==> src/rtl/wb_bus_splitter_n.sv <==
// wb_bus_splitter_n
//   Splits one Wishbone classic master into NUM_SLAVES slave ports. The
//   slave regions are equal in size, contiguous and power-of-two sized,
//   and slave 0 starts at BASE_ADDR. All slave-side strobes and all
//   master-side responses are registered, so there is at most one
//   transfer in flight. An unmapped address returns a bus error. A slave
//   that stays silent for too long is cut off by a watchdog. A master
//   that drops cyc aborts the transfer cleanly.
//
// Ports
//   wb_clk_i, wb_rst_ni          clock, asynchronous active-low reset
//   m_wb_cyc/stb/we/adr/dat/sel_i master request
//   m_wb_dat_o/ack_o/err_o       master response (one-cycle pulses)
//   s_wb_cyc_o/stb_o             one-hot per-slave cycle / strobe
//   s_wb_we/adr/dat/sel_o        broadcast latched request fields
//   s_wb_dat_i                   slave read data, slave i at [i*DW +: DW]
//   s_wb_ack_i/err_i             per-slave responses
//   timeout_o                    one-cycle pulse when the watchdog fires
module wb_bus_splitter_n #(
  parameter int              NUM_SLAVES = 4,
  parameter int              AW         = 32,
  parameter int              DW         = 32,
  parameter logic [AW-1:0]   BASE_ADDR  = 32'h3000_0000,
  parameter int              SPAN_LOG2  = 12,
  parameter int              TIMEOUT    = 255
) (
  input  logic                     wb_clk_i,
  input  logic                     wb_rst_ni,
  input  logic                     m_wb_cyc_i,
  input  logic                     m_wb_stb_i,
  input  logic                     m_wb_we_i,
  input  logic [AW-1:0]            m_wb_adr_i,
  input  logic [DW-1:0]            m_wb_dat_i,
  input  logic [DW/8-1:0]          m_wb_sel_i,
  output logic [DW-1:0]            m_wb_dat_o,
  output logic                     m_wb_ack_o,
  output logic                     m_wb_err_o,
  output logic [NUM_SLAVES-1:0]    s_wb_cyc_o,
  output logic [NUM_SLAVES-1:0]    s_wb_stb_o,
  output logic                     s_wb_we_o,
  output logic [AW-1:0]            s_wb_adr_o,
  output logic [DW-1:0]            s_wb_dat_o,
  output logic [DW/8-1:0]          s_wb_sel_o,
  input  logic [NUM_SLAVES*DW-1:0] s_wb_dat_i,
  input  logic [NUM_SLAVES-1:0]    s_wb_ack_i,
  input  logic [NUM_SLAVES-1:0]    s_wb_err_i,
  output logic                     timeout_o
);

  localparam int            IW      = (NUM_SLAVES > 1) ? $clog2(NUM_SLAVES) : 1;
  localparam int            SW      = DW / 8;
  localparam logic [15:0]   TMO_LIM = 16'(TIMEOUT);
  localparam logic [AW:0]   NS_EXT  = (AW + 1)'(NUM_SLAVES);
  localparam logic [AW:0]   BASE_EXT = {1'b0, BASE_ADDR};

  localparam logic [1:0] S_IDLE = 2'd0;
  localparam logic [1:0] S_WAIT = 2'd1;
  localparam logic [1:0] S_RESP = 2'd2;

  logic [1:0]            state_q, state_d;
  logic [IW-1:0]         idx_q, idx_d;
  logic [15:0]           wdog_q, wdog_d;
  logic [NUM_SLAVES-1:0] stb_q, stb_d;
  logic                  we_q, we_d;
  logic [AW-1:0]         adr_q, adr_d;
  logic [DW-1:0]         wdat_q, wdat_d;
  logic [SW-1:0]         sel_q, sel_d;
  logic [DW-1:0]         rdat_q, rdat_d;
  logic                  ack_q, ack_d;
  logic                  err_q, err_d;
  logic                  tmo_q, tmo_d;

  // Address decode, done one bit wider than the bus so that addresses
  // near the top of the space cannot wrap back into a valid region.
  logic [AW:0]           adr_ext, off_ext, blk_ext;
  logic                  hit;
  logic [IW-1:0]         dec_idx;
  logic [NUM_SLAVES-1:0] dec_onehot;

  always_comb begin
    adr_ext = {1'b0, m_wb_adr_i};
    off_ext = adr_ext - BASE_EXT;
    blk_ext = off_ext >> SPAN_LOG2;
    hit     = (adr_ext >= BASE_EXT) && (blk_ext < NS_EXT);
    dec_idx = blk_ext[IW-1:0];
    for (int i = 0; i < NUM_SLAVES; i++) begin
      dec_onehot[i] = (dec_idx == IW'(i));
    end
  end

  // Only the slave that owns the current transfer may answer it.
  logic          sel_ack, sel_err;
  logic [DW-1:0] sel_dat;

  always_comb begin
    sel_ack = 1'b0;
    sel_err = 1'b0;
    sel_dat = '0;
    for (int i = 0; i < NUM_SLAVES; i++) begin
      if (idx_q == IW'(i)) begin
        sel_ack = s_wb_ack_i[i];
        sel_err = s_wb_err_i[i];
        sel_dat = s_wb_dat_i[i*DW +: DW];
      end
    end
  end

  always_comb begin
    state_d = state_q;
    idx_d   = idx_q;
    wdog_d  = wdog_q;
    stb_d   = stb_q;
    we_d    = we_q;
    adr_d   = adr_q;
    wdat_d  = wdat_q;
    sel_d   = sel_q;
    rdat_d  = rdat_q;
    ack_d   = 1'b0;
    err_d   = 1'b0;
    tmo_d   = 1'b0;
    case (state_q)
      S_IDLE: begin
        if (m_wb_cyc_i && m_wb_stb_i) begin
          we_d   = m_wb_we_i;
          adr_d  = m_wb_adr_i;
          wdat_d = m_wb_dat_i;
          sel_d  = m_wb_sel_i;
          if (hit) begin
            idx_d   = dec_idx;
            stb_d   = dec_onehot;
            wdog_d  = '0;
            state_d = S_WAIT;
          end else begin
            err_d   = 1'b1;
            state_d = S_RESP;
          end
        end
      end
      S_WAIT: begin
        // Abort beats any response arriving in the same cycle; a real
        // response beats the watchdog expiring in the same cycle.
        if (!m_wb_cyc_i) begin
          stb_d   = '0;
          state_d = S_IDLE;
        end else if (sel_err) begin
          err_d   = 1'b1;
          stb_d   = '0;
          state_d = S_RESP;
        end else if (sel_ack) begin
          ack_d   = 1'b1;
          rdat_d  = sel_dat;
          stb_d   = '0;
          state_d = S_RESP;
        end else if (wdog_q == TMO_LIM) begin
          err_d   = 1'b1;
          tmo_d   = 1'b1;
          stb_d   = '0;
          state_d = S_RESP;
        end else begin
          wdog_d  = wdog_q + 16'd1;
        end
      end
      S_RESP: begin
        // The response pulse is visible for exactly this one cycle.
        state_d = S_IDLE;
      end
      default: begin
        state_d = S_IDLE;
        stb_d   = '0;
      end
    endcase
  end

  always_ff @(posedge wb_clk_i or negedge wb_rst_ni) begin
    if (!wb_rst_ni) begin
      state_q <= S_IDLE;
      idx_q   <= '0;
      wdog_q  <= '0;
      stb_q   <= '0;
      we_q    <= 1'b0;
      adr_q   <= '0;
      wdat_q  <= '0;
      sel_q   <= '0;
      rdat_q  <= '0;
      ack_q   <= 1'b0;
      err_q   <= 1'b0;
      tmo_q   <= 1'b0;
    end else begin
      state_q <= state_d;
      idx_q   <= idx_d;
      wdog_q  <= wdog_d;
      stb_q   <= stb_d;
      we_q    <= we_d;
      adr_q   <= adr_d;
      wdat_q  <= wdat_d;
      sel_q   <= sel_d;
      rdat_q  <= rdat_d;
      ack_q   <= ack_d;
      err_q   <= err_d;
      tmo_q   <= tmo_d;
    end
  end

  // Each slave sees cyc and stb together, so one register drives both.
  assign s_wb_cyc_o = stb_q;
  assign s_wb_stb_o = stb_q;
  assign s_wb_we_o  = we_q;
  assign s_wb_adr_o = adr_q;
  assign s_wb_dat_o = wdat_q;
  assign s_wb_sel_o = sel_q;
  assign m_wb_dat_o = rdat_q;
  assign m_wb_ack_o = ack_q;
  assign m_wb_err_o = err_q;
  assign timeout_o  = tmo_q;

endmodule

==> config.mk <==
export PLATFORM = sky130hd
export DESIGN_NAME = wb_bus_splitter_n
export DESIGN_NICKNAME = d
export VERILOG_FILES = /design/src/rtl/wb_bus_splitter_n.sv
export SDC_FILE = /design/constraint.sdc
export NUM_CORES = 1
export LEC_CHECK = 0
export CORE_ASPECT_RATIO = 1.1
export CORE_UTILIZATION = 40
export DETAILED_ROUTE_END_ITERATION = 8
export PLACE_DENSITY = 0.92
export SYNTH_ARGS = -nofsm -noshare
export SYNTH_HDL_FRONTEND = slang
export SYNTH_SLANG_ARGS = --single-unit
==> constraint.sdc <==
create_clock -name wb_clk_i -period 2.5 [get_ports wb_clk_i]
set_input_delay 0.5 -clock wb_clk_i [delete_from_list [all_inputs] [get_ports wb_clk_i]]
set_output_delay 0.5 -clock wb_clk_i [all_outputs]
set_load 0.01 [all_outputs]
; After elaboration in Yosys (flattened, before gate mapping)
; Cells that the tools add are included.
[classes]
bitwise = 2
add_sub_neg = 2
shifts = 0
mux = 47
n_mul = 0
order_cmp = 2
eq_ne = 16
div = 0
n_reduce_logical = 12
[ops]
columns = cell, count
row1 = $mux 32, 4
row2 = $mux 16, 6
row3 = $sub 32x30->33 const B, 1
row4 = $ge 32x30->1 const B, 1
row5 = $pmux 16 s2, 1
row6 = $mux 4, 6
row7 = $lt 21x3->1 const B, 1
row8 = $mux 1, 21
row9 = $add 16x1->16 const B, 1
row10 = $eq 16x8->1 const B, 1
row11 = $mux 2, 6
row12 = $ne 2x2->1 const B, 6
row13 = $pmux 4 s3, 1
row14 = $eq 2x2->1 const B, 5
row15 = $reduce_and 4->1, 2
row16 = $reduce_and 7->1, 1
row17 = $eq 2x1->1 const B, 3
row18 = $logic_not 2->1, 3
row19 = $ne 5x5->1 const B, 1
row20 = $pmux 2 s2, 1
row21 = $reduce_and 2->1, 2
row22 = $reduce_and 3->1, 1
row23 = $logic_and 1x1->1, 2
row24 = $not 1->1, 2
row25 = 2 further kinds, 2
[word_totals]
in_bits = 209
wordCells = 93
latchBits = 0
memories = 0
mem_bits_rw = 0
output_inout_bits = 112
ff_bits = 128
mem_bits_ro = 0

; Logic depth before layout (Yosys ltp)
[logic_depth]
depth_word = 9
ltp_mapped = 7

; Least setup slack after synthesis
; Ideal clock, no wire load.
[synth_timing]
path_type = input to register
startpoint = input port m_wb_adr_i[28]
endpoint = register idx_q[1]
n_path_buf = 1
stages = 6
arrival_time_ns = 1.933
setup_ns = 0.125
slack_ns = 0.442
cell_sequence = ha_1 -> nor4b_1 -> nand4_1 -> nor4_2 -> buf_2 -> mux2_2
[synth_between]
elab_chain_len = 4
word_cells_on_any_way = 5
cone_classes = add/sub (1) / order compare (2) / reduce/logical (2)
[synth_lines]
columns = element, line_no
row1 = start: declaration, 32  ; input logic [AW-1:0] m_wb_adr_i,
row2 = $sub 32x30->33, 82  ; off_ext = adr_ext - BASE_EXT;
row3 = $lt 21x3->1, 84  ; hit = (adr_ext >= BASE_EXT) && (blk_ext < NS_EXT);
row4 = $logic_and 1x1->1 *, 84
row5 = $reduce_and 3->1 (no source line) *, -
row6 = end signal: assignment, 190  ; idx_q <= idx_d;
row7 = end: declaration, 61  ; logic [IW-1:0] idx_q, idx_d;
; Mark *: on every way between the ends. The rest lies on a longest branch, timed or not.
; A chain may end at the register's enable or synchronous reset.

; Final worst setup path
[layout_timing]
startpoint = input port m_wb_adr_i[29]
endpoint = register stb_q[3], in the netlist s_wb_cyc_o[3]
[layout_between]
elab_chain_len = 5
word_cells_on_any_way = 6
cone_classes = add/sub (1) / order compare (2) / eq/ne (1) / reduce/logical (2)
[layout_lines]
columns = element, line_no
row1 = $sub 32x30->33, 82
row2 = $lt 21x3->1, 84
row3 = $logic_and 1x1->1 *, 84
row4 = $ne 2x2->1 (no source line) *, -
row5 = $reduce_and 4->1 (no source line) *, -
row6 = end signal: assignment, 192  ; stb_q <= stb_d;
row7 = end: declaration, 63  ; logic [NUM_SLAVES-1:0] stb_q, stb_d;
; Marks and branches as above.

==> impl_metrics.json <==
{
  "drtIter0Drc": 231,
  "grt_pass1_wl_um": 28390,
  "synth_area_per_cell_um2": 14.81,
  "relSlewSlack_pct": 59.86,
  "postPlaceCellArea_um2": 9462,
  "syn-cell-area_um2": 6012,
  "period_minus_slack_ns": 2.238,
  "drive_gt1_share_pct": 21.98,
  "start_util_pct": 41.29,
  "gp_congestion": 0.8280,
  "port_buffers": 320,
  "die-height_um": 130.6,
  "finalCritPeriodShare_pct": 89.51,
  "max_stage_delay_ns": 0.56,
  "synth_top_family_by_area": "multiplexers",
  "via_per_inst": 5.241,
  "synthAdderAreaFrac_pct": 0.4162,
  "cp_data_arrival_time_ns": 2.55,
  "synth_mux_area_share_pct": 31.72,
  "cp-startpoint": "m_wb_adr_i[29]",
  "yosys_warnings": 0,
  "synth_edf_count": 0,
  "path_class": "primary input to flop",
  "pwr_density_cell_nw_per_um2": 612.4,
  "dpl.hpwl_um": 14040,
  "cts_sinks": 128,
  "synthTopCellsByCount": "128 x dfrtp_1, 71 x mux2_2, 34 x mux4_2",
  "synth.distinct_cells": 40,
  "ys_ff_latch": 128,
  "yosysSeqAreaShare_pct": 53.28,
  "pin_count": 321,
  "crit_path_cell_trace": "clkdlybuf4s50_1 > ha_1 > nor4b_1 > nand4_1 > nor4_2 > buf_4 > buf_4 > nand2_1 > o2bb2ai_1",
  "clockBufferDepth": 2,
  "cts_resized": 0,
  "maxCapViolCount": 0,
  "area_delta_synth_final_pct": 67.85,
  "status": "finished clean",
  "synthXorXnorAreaFrac_pct": 2.185,
  "drtPass1Iterations": 4,
  "overflow": 0,
  "rsz0062_at_grt": "no",
  "clock_latency_ns": 0.40,
  "synthSimpleGateAreaFrac_pct": 6.993,
  "path_common_cell": "buf_4",
  "cp_max_fo": 5,
  "cts_setup_buffers": 0,
  "antenna_found_initial": 1,
  "dpl.cell_count": 906,
  "synth_top_area_share_pct": 53.28,
  "avgRoutedWirePerCell_um": 19.24,
  "maxSlewViolCount": 0,
  "coreArea_um2": 14560,
  "async_reset_ff_share_pct": 100.0,
  "hp-class": "primary input to async pin",
  "synth_compound_area_share_pct": 2.206,
  "multi_input_area_um2": 2624,
  "ir_drop_mv": 0.4690,
  "grt_pass1_vias": 5357,
  "critPathTopFamily": "buffers and inverters",
  "regArea_um2": 3204,
  "ctsHtreeMaxLevel": 4,
  "cts_tree": "built",
  "synth_ff_type": "dfrtp_1",
  "fin_skew_ns": 0.007043,
  "synth_area_leaders": "dfrtp_1 53%, mux2_2 13%, mux4_2 13%, mux2_1 5.4%, xor2_1 1.9%",
  "die_area_um2": 15520,
  "nets": 944,
  "syn_inst": 406,
  "cts_root_buf": "clkbuf_16",
  "cp_slowest_cell": "clkdlybuf4s50_1",
  "synth.most_common_cell": "dfrtp_1",
  "grt_usage_pct": 23.89,
  "cp-end-kind": "flop",
  "tightest_slew_ns": 0.6022,
  "cp.required_ns": 2.81,
  "fillers": 974,
  "fmax_mhz": 446.9,
  "cts_hold_buffers": 0,
  "row_count": 46,
  "dieWidth_um": 118.9,
  "fin_area_um2": 10090,
  "drc": 0,
  "num_vias": 4921,
  "setup_viol": 0,
  "ant_nets": 0,
  "reg2reg_from": "idx_q[0]$_DFFE_PN0P_",
  "final_cells": 939,
  "p_leak_uw": 0.004223,
  "tns_ns": 0,
  "cts_buffers": 17,
  "routed_wl_um": 18070,
  "hold_violations": 0,
  "critPathBufInv": 3,
  "clkTransAtPathRegs_ns": 0.05,
  "syn_nets": 617,
  "grt_max_degree": 51,
  "yosys.area.top_type": "dfrtp_1",
  "hold_ws_ns": 0.03862,
  "cp-start-kind": "primary input"
}
==> flip-flops by register name, summed over array words and instances, names as in the netlist <==
register / count
s_wb_sel_o: 4
s_wb_dat_o: 32
m_wb_ack_o: 1
s_wb_cyc_o: 4
state_q: 2
timeout_o: 1
s_wb_adr_o: 32
idx_q: 2
m_wb_err_o: 1
s_wb_we_o: 1
wdog_q: 16
m_wb_dat_o: 32
==> metrics by stage <==
step,util (%),power (µW),setup WS [ns]
after global placement,64.98,3600,-0.02887
after detailed placement,64.98,3647,-0.1173
after floorplan,-,2772,0.4421
after CTS,69.28,6249,0.2929
final,69.30,6179,0.2622
after global routing,69.30,6426,0.03957
==> per-layer routing <==
metal / up-vias / GRT usage, % / wire (µm) / part of all wire, %
li1: 2172 / - / - / -
met1: 2483 / 25.44 / 6323 / 35
met2: 245 / 44.62 / 9985 / 55
met4: 0 / 8.042 / 289 / 1.6
met5: - / 0 / 0 / 0
met3: 21 / 7.943 / 1466 / 8.1
==> cell usage in the layout, fill, tap and decap left out, types with 2 or more instances in the layout <==
master and count:
ha_1 2, clkinv_2 2, mux2_2 71, nor4b_1 2, xor2_1 13, clkdlybuf4s50_1 319, nor2_4 2, buf_4 13
nor3_1 2, nand3b_1 2, bufinv_16 3, nand2_1 7, a32o_1 2, xnor2_1 2, and3_1 3, buf_12 4
nor4_1 10, nor2_1 16, nand4_1 9, dfrtp_1 127, and2_1 3, clkbuf_1 2, a21oi_1 2, mux4_2 34
nand3_1 13, o21ai_0 4, inv_1 6, o2bb2ai_1 3, mux2_1 29, nor2_2 2, clkbuf_8 5, clkbuf_16 17
==> power by group <==
group	leakage (µW)	switching (µW)	total, µW	internal [µW]
registers	0.00162	110	2380	2270
clock network	0.000307	866	2570	1700
logic	0.00229	396	1230	831
==> layout make-up <==
| class | count | area share [%] |
|---|---|---|
| antenna | 1 | 0.02480 |
| clock buffer | 24 | 4.972 |
| clock inverter | 8 | 1.240 |
| inverter | 6 | 0.2232 |
| multi-input combinational | 244 | 26.00 |
| sequential | 128 | 31.75 |
| tap | 192 | 2.381 |
| timing repair buffer | 336 | 33.40 |
==> worst register-to-register path, stage by stage (launching register included) <==
cell,delay (ns)
dfrtp_2,0.42
mux4_2,0.59
nor2_4,0.12
and2_1,0.18
buf_12,0.23
mux2_2,0.38
==> path summary, 6_finish.rpt <==
path | end | slack [ns] | cells past startpoint
worst max-delay path | s_wb_cyc_o[3]$_DFFE_PN0P_ | 0.26 | 9
worst min-delay path | s_wb_dat_o[7]$_DFFE_PN0P_ | 0.04 | 1
worst max register to register | m_wb_dat_o[1]$_DFFE_PN0P_ | 0.47 | 5
worst min register to register | m_wb_dat_o[9]$_DFFE_PN0P_ | 0.49 | 1
max in group asynchronous | idx_q[0]$_DFFE_PN0P_ | 1.84 | 2
min in group wb_clk_i | m_wb_dat_o[9]$_DFFE_PN0P_ | 0.49 | 1
==> cells by family after synthesis <==
family,Yosys count
AND/OR/NAND/NOR,76
buffers and inverters,34
multiplexers,135
XOR/XNOR,15
adder cells (fa/ha/maj),2
flip-flops,128
AO/OA/AOI/OAI,16
Power figures use the tool's default switching activity.
